`config.mk`:
```
export PLATFORM = sky130hd
export DESIGN_NAME = seq_detect_ctrl_flat
export DESIGN_NICKNAME = d
export VERILOG_FILES = /design/src/rtl/seq_detect_ctrl_if.sv /design/src/rtl/seq_detect_ctrl.sv /design/src/flat_wrapper.sv
export SDC_FILE = /design/constraint.sdc
export NUM_CORES = 1
export LEC_CHECK = 0
export ABC_AREA = 1
export BUFFER_PORTS_ARGS = -buffer_cell sky130_fd_sc_hd__buf_2
export CORE_MARGIN = 2
export CORE_UTILIZATION = 46
export CTS_BUF_LIST = sky130_fd_sc_hd__clkbuf_8
export DETAILED_ROUTE_END_ITERATION = 10
export PLACE_DENSITY = 0.66
export SLEW_MARGIN = 25
export SYNTH_ARGS = -nofsm -noshare
export SYNTH_HDL_FRONTEND = slang
export SYNTH_SLANG_ARGS = --single-unit
```
`constraint.sdc`:
```
create_clock -name clk -period 7.8 [get_ports clk]
set_input_delay 0.78 -clock clk [delete_from_list [all_inputs] [get_ports clk]]
set_output_delay 0.78 -clock clk [all_outputs]
set_load 0.02 [all_outputs]
```
`src/rtl/seq_detect_ctrl_if.sv`:
```
// Event handshake bundle between the pattern-search controller and its consumer.
interface seq_detect_ctrl_if #(
  parameter int TMO_W = 16
);
  logic             evt_valid;
  logic             evt_ready;
  logic [1:0]       evt_code;
  logic [TMO_W-1:0] evt_pos;

  modport master (output evt_valid, evt_code, evt_pos, input evt_ready);
  modport slave  (input evt_valid, evt_code, evt_pos, output evt_ready);
endinterface

```
`src/rtl/seq_detect_ctrl.sv`:
```
// Run-control wrapper around a maskable serial pattern matcher: arms on start,
// counts bits, enforces a bit-count timeout and reports MATCH/TIMEOUT/ABORT events.
module seq_detect_ctrl #(
  parameter int LEN   = 9,
  parameter int CNT_W = 8,
  parameter int TMO_W = 16
) (
  input  logic                 clk,
  input  logic                 rst_n,
  input  logic                 data,
  input  logic                 data_vld,
  input  logic [LEN-1:0]       cfg_pattern,
  input  logic [LEN-1:0]       cfg_mask,
  input  logic                 cfg_oneshot,
  input  logic [TMO_W-1:0]     cfg_timeout,
  input  logic                 start,
  input  logic                 abort,
  output logic                 busy,
  output logic [CNT_W-1:0]     match_cnt,
  output logic                 evt_ovf,
  seq_detect_ctrl_if.master    evt
);

  localparam logic [1:0] CODE_MATCH   = 2'b01;
  localparam logic [1:0] CODE_TIMEOUT = 2'b10;
  localparam logic [1:0] CODE_ABORT   = 2'b11;

  typedef enum logic [1:0] {IDLE, FILL, HUNT, REPORT} state_t;

  state_t           state_reg, state_next;
  logic [LEN-1:0]   shreg_reg, shreg_next;
  logic [LEN-1:0]   pattern_reg, pattern_next;
  logic [LEN-1:0]   mask_reg, mask_next;
  logic             oneshot_reg, oneshot_next;
  logic [TMO_W-1:0] timeout_reg, timeout_next;
  logic [TMO_W-1:0] bit_cnt_reg, bit_cnt_next;
  logic [TMO_W-1:0] tmo_cnt_reg, tmo_cnt_next;
  logic [CNT_W-1:0] match_cnt_reg, match_cnt_next;
  logic             ovf_reg, ovf_next;
  logic             abort_pend_reg, abort_pend_next;
  logic [1:0]       code_reg, code_next;
  logic [TMO_W-1:0] pos_reg, pos_next;

  logic             accept;
  logic [LEN-1:0]   shreg_shift;
  logic [TMO_W-1:0] bit_cnt_inc;
  logic [TMO_W-1:0] tmo_cnt_inc;
  logic [CNT_W-1:0] match_cnt_inc;
  logic             filled;
  logic             hit;
  logic             tmo_hit;
  logic             handshake;
  logic             terminate;

  always_comb begin
    accept        = data_vld && (state_reg != IDLE);
    shreg_shift   = {shreg_reg[LEN-2:0], data};
    bit_cnt_inc   = (&bit_cnt_reg) ? bit_cnt_reg : bit_cnt_reg + TMO_W'(1);
    tmo_cnt_inc   = (&tmo_cnt_reg) ? tmo_cnt_reg : tmo_cnt_reg + TMO_W'(1);
    match_cnt_inc = (&match_cnt_reg) ? match_cnt_reg : match_cnt_reg + CNT_W'(1);
    // The shift register is full once the current bit is the LEN-th accepted one.
    filled        = (state_reg != FILL) || (bit_cnt_reg >= TMO_W'(LEN - 1));
    hit           = accept && filled && (((shreg_shift ^ pattern_reg) & mask_reg) == '0);
    tmo_hit       = accept && (timeout_reg != '0) && (tmo_cnt_inc >= timeout_reg);
    handshake     = (state_reg == REPORT) && evt.evt_ready;
    terminate     = oneshot_reg || (code_reg != CODE_MATCH) || abort_pend_reg || abort;
  end

  always_comb begin
    state_next      = state_reg;
    shreg_next      = shreg_reg;
    pattern_next    = pattern_reg;
    mask_next       = mask_reg;
    oneshot_next    = oneshot_reg;
    timeout_next    = timeout_reg;
    bit_cnt_next    = bit_cnt_reg;
    tmo_cnt_next    = tmo_cnt_reg;
    match_cnt_next  = match_cnt_reg;
    ovf_next        = ovf_reg;
    abort_pend_next = abort_pend_reg;
    code_next       = code_reg;
    pos_next        = pos_reg;

    if (accept) begin
      shreg_next   = shreg_shift;
      bit_cnt_next = bit_cnt_inc;
      tmo_cnt_next = hit ? '0 : tmo_cnt_inc;
    end

    case (state_reg)
      IDLE: begin
        if (start && !abort) begin
          state_next      = FILL;
          pattern_next    = cfg_pattern;
          mask_next       = cfg_mask;
          oneshot_next    = cfg_oneshot;
          timeout_next    = cfg_timeout;
          shreg_next      = '0;
          bit_cnt_next    = '0;
          tmo_cnt_next    = '0;
          match_cnt_next  = '0;
          ovf_next        = 1'b0;
          abort_pend_next = 1'b0;
        end
      end
      FILL, HUNT: begin
        if ((state_reg == FILL) && accept && (bit_cnt_inc >= TMO_W'(LEN)))
          state_next = HUNT;
        if (abort) begin
          state_next = REPORT;
          code_next  = CODE_ABORT;
          pos_next   = bit_cnt_reg;
        end else if (hit) begin
          state_next     = REPORT;
          code_next      = CODE_MATCH;
          pos_next       = bit_cnt_inc;
          match_cnt_next = match_cnt_inc;
        end else if (tmo_hit) begin
          state_next = REPORT;
          code_next  = CODE_TIMEOUT;
          pos_next   = bit_cnt_inc;
        end
      end
      REPORT: begin
        if (abort)
          abort_pend_next = 1'b1;
        if (hit)
          match_cnt_next = match_cnt_inc;
        if (handshake) begin
          abort_pend_next = 1'b0;
          if (terminate) begin
            state_next = IDLE;
          end else if (hit) begin
            code_next = CODE_MATCH;
            pos_next  = bit_cnt_inc;
          end else begin
            state_next = HUNT;
          end
        end else if (hit) begin
          ovf_next = 1'b1;
        end
      end
      default: state_next = IDLE;
    endcase
  end

  always_ff @(posedge clk) begin
    if (!rst_n) begin
      state_reg      <= IDLE;
      shreg_reg      <= '0;
      pattern_reg    <= '0;
      mask_reg       <= '0;
      oneshot_reg    <= 1'b0;
      timeout_reg    <= '0;
      bit_cnt_reg    <= '0;
      tmo_cnt_reg    <= '0;
      match_cnt_reg  <= '0;
      ovf_reg        <= 1'b0;
      abort_pend_reg <= 1'b0;
      code_reg       <= '0;
      pos_reg        <= '0;
    end else begin
      state_reg      <= state_next;
      shreg_reg      <= shreg_next;
      pattern_reg    <= pattern_next;
      mask_reg       <= mask_next;
      oneshot_reg    <= oneshot_next;
      timeout_reg    <= timeout_next;
      bit_cnt_reg    <= bit_cnt_next;
      tmo_cnt_reg    <= tmo_cnt_next;
      match_cnt_reg  <= match_cnt_next;
      ovf_reg        <= ovf_next;
      abort_pend_reg <= abort_pend_next;
      code_reg       <= code_next;
      pos_reg        <= pos_next;
    end
  end

  assign busy          = (state_reg != IDLE);
  assign match_cnt     = match_cnt_reg;
  assign evt_ovf       = ovf_reg;
  assign evt.evt_valid = (state_reg == REPORT);
  assign evt.evt_code  = code_reg;
  assign evt.evt_pos   = pos_reg;

endmodule

```
`src/flat_wrapper.sv`:
```
// flat-port wrapper written by rule: the top's interface ports become plain ports
module seq_detect_ctrl_flat 
#(
  parameter int LEN   = 9,
  parameter int CNT_W = 8,
  parameter int TMO_W = 16
)
  (clk, rst_n, data, data_vld, cfg_pattern, cfg_mask, cfg_oneshot, cfg_timeout, start, abort, busy, match_cnt, evt_ovf, evt_evt_valid, evt_evt_code, evt_evt_pos, evt_evt_ready);
  seq_detect_ctrl_if #(.TMO_W(TMO_W)) evt_i ();
  input  logic clk;
  input  logic rst_n;
  input  logic data;
  input  logic data_vld;
  input  logic [LEN-1:0] cfg_pattern;
  input  logic [LEN-1:0] cfg_mask;
  input  logic cfg_oneshot;
  input  logic [TMO_W-1:0] cfg_timeout;
  input  logic start;
  input  logic abort;
  output logic busy;
  output logic [CNT_W-1:0] match_cnt;
  output logic evt_ovf;
  output wire logic [$bits(evt_i.evt_valid)-1:0] evt_evt_valid;
  output wire logic [$bits(evt_i.evt_code)-1:0] evt_evt_code;
  output wire logic [$bits(evt_i.evt_pos)-1:0] evt_evt_pos;
  input wire logic [$bits(evt_i.evt_ready)-1:0] evt_evt_ready;
  assign evt_evt_valid = evt_i.evt_valid;
  assign evt_evt_code = evt_i.evt_code;
  assign evt_evt_pos = evt_i.evt_pos;
  assign evt_i.evt_ready = evt_evt_ready;
  seq_detect_ctrl #(.LEN(LEN), .CNT_W(CNT_W), .TMO_W(TMO_W)) u_core (.clk(clk), .rst_n(rst_n), .data(data), .data_vld(data_vld), .cfg_pattern(cfg_pattern), .cfg_mask(cfg_mask), .cfg_oneshot(cfg_oneshot), .cfg_timeout(cfg_timeout), .start(start), .abort(abort), .busy(busy), .match_cnt(match_cnt), .evt_ovf(evt_ovf), .evt(evt_i));
endmodule
```
# After elaboration in Yosys (flattened, before gate mapping)
# Index checks and enable logic that the tools add are counted.
# Widths: inputs -> output; s select.
dict set report totals {
  ff_bits 106
  inputBits 42
  output_inout_bits 29
  word_cells 113
}
dict set report op_classes {
  add_sub_neg 3
  magnitude_cmp 3
  eq_ne 15
  muxes 47
  n_bitwise 2
  n_reduce_logical 30
}
# cell n
set op_table {}
lappend op_table {{$mux 16} 15}
lappend op_table {{$add 16x1->16 const B} 2}
lappend op_table {{$ge 16x4->1 const B} 2}
lappend op_table {{$mux 8} 4}
lappend op_table {{$pmux 16 s2} 1}
lappend op_table {{$reduce_and 16->1} 2}
lappend op_table {{$mux 2} 14}
lappend op_table {{$mux 9} 3}
lappend op_table {{$pmux 8 s3} 1}
lappend op_table {{$ge 16x16->1} 1}
lappend op_table {{$reduce_bool 16->1} 1}
lappend op_table {{$ne 2x1->1 const B} 5}
lappend op_table {{$and 9x9->9} 1}
lappend op_table {{$logic_and 1x1->1} 9}
lappend op_table {{$logic_not 9->1} 1}
lappend op_table {{$xor 9x9->9} 1}
lappend op_table {{$add 8x1->8 const B} 1}
lappend op_table {{$reduce_and 4->1} 2}
lappend op_table {{$reduce_and 8->1} 1}
lappend op_table {{$ne 2x2->1 const B} 3}
lappend op_table {{$pmux 2 s3} 1}
lappend op_table {{$reduce_bool 2->1} 3}
lappend op_table {{$mux 1} 5}
lappend op_table {{$ne 5x2->1 const B} 1}
lappend op_table {{other kinds (14)} 20}

# Logic depth before layout (Yosys ltp)
# Gate-level depths: netlist of the first run.
dict set report logic_depth {
  depth_word 9
  depth_mapped 21
  ltp_nobuf 21
}

# Worst setup path before layout of the first run
# Ideal clock, no wire load.
dict set report synth_path {
  path_kind {reg-to-reg}
  from {register u_core.tmo_cnt_reg[0]}
  to {register u_core.code_reg[0] (netlist: u_core.evt.evt_code[0])}
  setup_ns 0.132
  arrival_ns 2.625
  required_time_ns 7.668
  path_slack_ns 5.043
  stages_incl_launch_ff 21
  n_path_buf 1
  synth_period_minus_slack_ns 2.757
  cell_sequence {dfxtp_1 ha_1 nand3_1 nor2_1 nand2_1 inv_2 nand2_1 nor2_1 nor2_1 xor2_1 ha_1 nand2_1 nor3_1 nand3_1 nand3_1 nand2_1 nand2_1 nand2_2 buf_2 nand2_1 a21oi_1}
}
dict set report synth_via {
  elab_chain_cells 6
  elab_cells_between_ends 7
  cone_classes {add/sub (1); order compare (1); eq/ne (1); mux (1); reduce/logical (3)}
}
# element line
set synth_lines {}
lappend synth_lines {{start, declared} seq_detect_ctrl.sv:37} ;# logic [TMO_W-1:0] tmo_cnt_reg, tmo_cnt_next;
lappend synth_lines {{start signal, assigned} seq_detect_ctrl.sv:170} ;# tmo_cnt_reg <= tmo_cnt_next;
lappend synth_lines {{$add 16x1->16 or $reduce_and 16->1 (tied branches)} seq_detect_ctrl.sv:59} ;# tmo_cnt_inc = (&tmo_cnt_reg) ? tmo_cnt_reg : tmo_cnt_reg + TMO_W'(1);
lappend synth_lines {{$mux 16 *} seq_detect_ctrl.sv:59}
lappend synth_lines {{$ge 16x16->1 *} seq_detect_ctrl.sv:64} ;# tmo_hit = accept && (timeout_reg != '0) && (tmo_cnt_inc >= timeout_reg);
lappend synth_lines {{$logic_and 1x1->1 *} seq_detect_ctrl.sv:64}
lappend synth_lines {{$ne 4x2->1 (no line) *} -}
lappend synth_lines {{$reduce_and 5->1 (no line) *} -}
lappend synth_lines {{end signal, assigned} seq_detect_ctrl.sv:174} ;# code_reg <= code_next;
lappend synth_lines {{end, declared} seq_detect_ctrl.sv:41} ;# logic [1:0] code_reg, code_next;
# Mark *: on every way between the ends. The rest lies on a longest branch, timed or not.
# A chain may end at the register's enable or synchronous reset.

# Worst setup path after layout of the first run
dict set report layout_path {
  from {register u_core.tmo_cnt_reg[1]}
  to {register u_core.code_reg[0] (netlist: u_core.evt.evt_code[0])}
}
# Same word-level chain as after synthesis.

==> results_dict.tcl, run 1 <==
set metrics [dict create \
    grt_pass1_wl_um 23670 \
    grt_use_total_pct 21.92 \
    synthSimpleGateAreaFrac_pct 28.15 \
    syn-num-nets 934 \
    crit_path_end_kind "flip-flop" \
    synth_fa_ha_area_share_pct 5.146 \
    skew_ps 16.29 \
    grt_max_degree 61 \
    setup_tns_ps 0 \
    rsz0062_at_grt "false" \
    drt_drc_violations_left 0 \
    yosysWarnings 0 \
    maxCapViolCount 0 \
    routabilityCongestion 0.8635 \
    rrSetupSlack_ps 3910 \
    drt-vias-per-instance 5.078 \
    p_sw_mw 0.7446 \
    clock_latency_ps 380 \
    core_region_area_sq_mm 0.01252 \
    fmax_mhz 257.1 \
    antenna_cells 0 \
    cts_sinks 105 \
    async_flop_share_pct 0 \
    crit_slowest_cell "nand2_1" \
    sw_frac_of_total_pct 43.88 \
    cp_slowest_stage_delay_ps 510 \
    ys.flop_type "dfxtp_1" \
    drive_gt1_share_pct 12.30 \
    reg2reg_from "u_core.tmo_cnt_reg[1]" \
    nNetsFinal 981 \
    synth_mux_area_share_pct 0.1715 \
    syn2layout_area_growth_pct 9.863 \
    drt_iter0_drc 274 \
    clockBufferDepth 2 \
    clockRootBuffer "clkbuf_8" \
    grt_antenna_before_repair 0 \
    pwr-share-clk_pct 18.4 \
    rows 41 \
    crit_path_start_kind "flip-flop" \
    power.share.combinational_pct 41.6 \
    criticalPathCategory "reg2reg" \
    synth_xor_area_share_pct 2.702 \
    min-delay-start "u_core.mask_reg[6]" \
    syn_inst 868 \
    hpwl_um 10290 \
    cts_resized 0 \
    crit_chain "ha_1 -> nand3_1 -> nor2_1 -> nand2_1 -> inv_2 -> nand2_1 -> o21ai_1 -> xor2_1 -> ha_1 -> a21oi_1 -> o21ai_0 -> a21oi_1 -> nand3_1 -> nand2_1 -> nand2_1 -> nand2_2 -> nand2_1 -> a21oi_1" \
    synth_top_family_by_area "simple AND/OR/NAND/NOR gates" \
    grt_pass1_vias 5005 \
    min_period_ps 3889 \
    wl_per_cell_um 12.98 \
    setup_slack_ps 3911 \
    r2r_cells 18 \
    final_max_slew_viol_count 0 \
    clk_pin_slew_ps 100 \
    place_area_sq_mm 0.006242 \
    synth-seq-cells 105 \
    cts_setup_buffers 0 \
    drt_first_pass_iters 5 \
    ys_seq_area_share_pct 36.02 \
    min_to "u_core.mask_reg[6]" \
    synth.distinct_cells 39 \
    hold_buffers 0 \
    overflow 0 \
    min_path_type "reg2reg" \
    hold_viol 0 \
    htree_num_levels 3 \
    synth_compound_area_share_pct 18.18 \
    max_slew.worst_pin.slew_ps 847.9 \
    io_pins 71 \
    pre_cts_ws_ps 3933 \
    power_density_mw_per_mm2 264.7 \
    die-area_sq_mm 0.01360 \
    setup_violations 0 \
    die_h_um 116.6 \
    intPower_mw 0.9525 \
    r2r-end "u_core.evt.evt_code[0]" \
    status "completed" \
    routed_wl_um 14170 \
    port_buffers 70 \
    num_vias 5540 \
    worstPathRequired_ps 8120 \
    cts_tree "yes" \
    hold_depth 2 \
    fin_crit_sh_pct 49.86 \
    synth_area_sq_mm 0.005836 \
    cp_common_cell "nand2_1" \
    critPathMaxFanout 22 \
    worstPathArrival_ps 4210 \
    relSlewSlack_pct 43.34 \
    antenna_left 0 \
    irDropWorstVdd_uv 149.9 \
    die_w_um 116.6 \
    start_util_pct 46.62 \
    leakagePower_nw 2.789 \
    p_seq_share_pct 40.0 \
    synth_edf_count 0 \
    cts_buffers 9 \
    syn-mean-instance-area_sq_um 6.723 \
    fin_area_sq_mm 0.006411 \
]
==> power by group through the flow <==
stage / clock network (mW) / logic [mW] / registers (mW)
after CTS: 0.323 / 0.710 / 0.679
after global placement: 0 / 0.704 / 0.691
after detailed placement: 0 / 0.709 / 0.691
final: 0.312 / 0.706 / 0.679
after global routing: 0.343 / 0.808 / 0.691
after floorplan: 0 / 0.562 / 0.702
==> cell usage after synthesis, types with 3 or more instances <==
library cell  count  area share [%]
nand2_1         221              14
a21oi_1         114             9.8
dfxtp_1         105              36
inv_1            89             5.7
nor2_1           69             4.4
o21ai_0          56             4.8
nand3_1          55             4.7
clkbuf_1         27             1.7
ha_1             24             5.1
nand4_1          15             1.6
xor2_1           15             2.3
o21ai_1          13             1.1
nand3_2          10             1.7
inv_2             7            0.45
a211oi_1          5            0.64
nor3_1            4            0.34
o21a_1            4            0.51
buf_2             3            0.26
buf_4             3            0.39
nor4_1            3            0.32
o211ai_1          3            0.39
xnor2_1           3            0.45
==> how the worst max path moves through the flow <==
stage | startpoint | endpoint | slack (ps) | cells past startpoint
floorplan | u_core.tmo_cnt_reg[0] | u_core.evt.evt_code[0] | 5040 | 20
global placement | u_core.tmo_cnt_reg[0] | u_core.evt.evt_pos[15] | 4020 | 18
detailed placement | u_core.tmo_cnt_reg[0] | u_core.evt.evt_pos[13] | 3930 | 19
CTS | u_core.tmo_cnt_reg[0] | u_core.evt.evt_pos[14] | 3910 | 18
global route | u_core.tmo_cnt_reg[0] | u_core.evt.evt_pos[4] | 3480 | 19
finish | u_core.tmo_cnt_reg[1] | u_core.evt.evt_code[0] | 3910 | 18
==> stage by stage <==
step / hold WS, ps / util (%) / total power, mW / cells
finish: 457.6 / 51.22 / 1.697 / 1091
global route: 488.0 / 51.22 / 1.842 / 1091
CTS: 463.8 / 51.22 / 1.712 / 1091
detailed placement: 449.4 / 49.87 / 1.400 / 1076
global placement: 443.9 / 49.87 / 1.394 / 1076
floorplan: 430.3 / - / 1.264 / 868
==> worst max-delay path, delay by kind of cell, from the launching register on <==
kind / cells / cell delay [ps]
AO/OA/AOI/OAI: 5 / 670
buffers and inverters: 1 / 90
flip-flops: 1 / 430
AND/OR/NAND/NOR: 9 / 1800
adder cells (fa/ha/maj): 2 / 540
XOR/XNOR: 1 / 270
==> logic make-up after synthesis <==
| kind of cell | Yosys count |
|---|---|
| muxes | 1 |
| buffers and inverters | 136 |
| adders and majority gates | 24 |
| and+or+nand+nor | 382 |
| DFF | 105 |
| xor gates and xnor gates | 18 |
| AOI/OAI and AO/OA | 202 |
==> routing by layer <==
metal  vias up  wire length [um]  global-route usage, %  part of all wire, %
li1       2933                 -                      -                    -
met1      2486              7071                  30.14                   50
met2       115              6363                  35.78                   45
met3         6               622                  4.982                  4.4
met4         0               108                  4.000                 0.76
met5         -                 0                      0                    0
==> cells in the final DEF (no fill, tap or decap), types with 2 or more instances in the layout <==
cell,n
nand2_1,220
a21oi_1,114
dfxtp_1,105
inv_1,90
buf_2,70
nor2_1,69
o21ai_0,56
nand3_1,55
ha_1,24
nand4_1,15
xor2_1,15
o21ai_1,13
nand3_2,10
clkbuf_8,10
inv_2,8
a211oi_1,5
nor3_1,4
o21a_1,4
xnor2_1,3
nor4_1,3
o211ai_1,3
inv_6,2
clkinv_4,2
nand2_2,2
a31oi_1,2
clkinv_2,2
buf_4,2
==> layout make-up <==
type	instances	area, sq um
tap	172	215.2
inverter	100	385.4
sequential	105	2102
timing repair buffer	72	365.4
fill	1358	6106
multi-input combinational	627	3174
clock inverter	5	31.28
clock buffer	10	137.6
No activity file was read; power rests on OpenSTA's default activity.
==> run 2: changes to the inputs <==
- PLACE_DENSITY: 0.66 -> 0.68
- clock period: 7.8 -> 3.2 ns (I/O delays scaled with it)
==> run 2 against run 1 <==
  * Wire length increased by 4.0%
  * Global-route usage increased by 0.12 points
  * Die area did not move
  * Hold slack worse by 260 ps
  * Core utilization is 2.7 points higher
  * First-iteration DRC count grew 47%
  * Clock power rose to 2.8 times the previous value
  * Sequential cell count stayed put
  * Register-to-register slack lost 3700 ps
  * Sequential share of layout area shrank 1.6 points
  * Largest cell class unchanged
  * Largest power group unchanged
==> results_dict.tcl, run 2 (synthesized netlist as in run 1, its figures left out) <==
set metrics [dict create \
    cp_slowest_stage_delay_ps 360 \
    overflow 0 \
    die-area_sq_mm 0.01360 \
    irDropWorstVdd_uv 432.8 \
    antenna_cells 0 \
    routabilityCongestion 0.8653 \
    clk_pin_slew_ps 110 \
    core_region_area_sq_mm 0.01252 \
    crit_chain "ha_2 -> inv_1 -> nor2_1 -> nand4_1 -> nor2_2 -> inv_1 -> o21ai_1 -> ha_1 -> nand2_1 -> o21ai_0 -> a21oi_1 -> nand3_2 -> nand2_4 -> nand2_8 -> buf_6 -> a21oi_1 -> nor2_1" \
    cts_sinks 105 \
    cts_tree "yes" \
    drive_gt1_share_pct 16.76 \
    antenna_left 0 \
    criticalPathCategory "reg2reg" \
    maxCapViolCount 0 \
    clock_latency_ps 390 \
    clockBufferDepth 2 \
    hold_buffers 0 \
    crit_path_end_kind "flip-flop" \
    wl_per_cell_um 13.29 \
    grt_antenna_before_repair 0 \
    layout_commonest_cell "nand2_1" \
    grt_pass1_vias 5119 \
    min_period_ps 3022 \
    fin_crit_sh_pct 94.45 \
    drt_first_pass_iters 5 \
    crit_slowest_cell "dfxtp_1" \
    clockRootBuffer "clkbuf_8" \
    setup_violations 0 \
    min_path_type "in2reg" \
    worstPathArrival_ps 3300 \
    htree_num_levels 3 \
    rows 41 \
    grt_max_degree 61 \
    critPathMaxFanout 8 \
    leakagePower_nw 2.931 \
    skew_ps 12.09 \
    crit_path_start_kind "flip-flop" \
    port_buffers 70 \
    power_density_mw_per_mm2 666.9 \
    total_power_mw 4.500 \
    hpwl_um 10390 \
    routed_wl_um 14740 \
    grt_pass1_wl_um 23870 \
    mostFrequentLayoutCells "214 x nand2_1, 109 x a21oi_1, 102 x dfxtp_1" \
    drt-vias-per-instance 5.151 \
    final_max_slew_viol_count 0 \
    die_h_um 116.6 \
    start_util_pct 46.62 \
    grt_use_total_pct 22.05 \
    nNetsFinal 999 \
    cts_buffers 9 \
    relSlewSlack_pct 61.28 \
    fmax_mhz 330.9 \
    drt_drc_violations_left 0 \
    setup_tns_ps 0 \
    max_slew.worst_pin.slew_ps 575.5 \
    die_w_um 116.6 \
    num_vias 5713 \
    io_pins 71 \
    worstPathRequired_ps 3480 \
    status "completed" \
    hold_viol 0 \
    drt_iter0_drc 404 \
    syn2layout_area_growth_pct 15.63 \
]
## run 2: metrics by stage
stage          util [%]  instances  cell area, sq um  worst slack [ps]  hold WS, ps
5_1_grt           53.91       1109              6748            -53.26        198.1
4_1_cts           52.46       1104              6566             4.561        178.3
2_1_floorplan         -        868              5836             442.8        430.3
3_5_place_dp      50.75       1089              6352            -175.0        447.6
6_report          53.91       1109              6748             177.6        197.3
3_3_place_gp      50.75       1089              6352            -153.0        445.5
## run 2: area by class of cell
type | count | area (sq um)
sequential | 105 | 2106
clock inverter | 5 | 63.81
multi-input combinational | 627 | 3306
clock buffer | 10 | 137.6
fill | 1311 | 5769
tap | 172 | 215.2
timing repair buffer | 90 | 534.3
inverter | 100 | 385.4
## run 2: worst paths after layout
path              depth (start not counted)  slack (ps)                endpoint             startpoint
setup / recovery                         17         180  u_core.evt.evt_code[1]  u_core.tmo_cnt_reg[0]
hold / removal                            3         200   u_core.pattern_reg[1]         cfg_pattern[1]
hold reg to reg                           2         460      u_core.mask_reg[6]     u_core.mask_reg[6]
setup reg to reg                         17         180  u_core.evt.evt_code[1]  u_core.tmo_cnt_reg[0]
## run 2: timing repair
item / in CTS / in global routing
setup endpoints to repair: 20 / 20
cloned: 0 / 2
resized for setup: 3 / 32
buffers inserted: 0 / 3
pin swaps: 0 / 16
## run 2: per-layer routing
layer  vias to the layer above  part of all wire (%)  wire [um]  GRT usage (%)
li1                       2972                     -          -              -
met1                      2580                    47       6864          29.35
met2                       143                    47       6959          36.94
met3                        18                   4.4        653          3.633
met4                         0                   1.7        257          6.510
met5                         -                     0          0              0
## run 2: worst max-delay path, delay by kind of cell (launching register included)
family	cells	cell delay, ps
compound gates	4	600
simple gates	8	1070
flops	1	360
buf+inv	3	390
fa+ha+maj	2	490
## run 2: where the power goes
part           switching (mW)  internal [mW]
Combinational            1.31          0.662
Sequential              0.152           1.50
Clock                   0.486          0.388
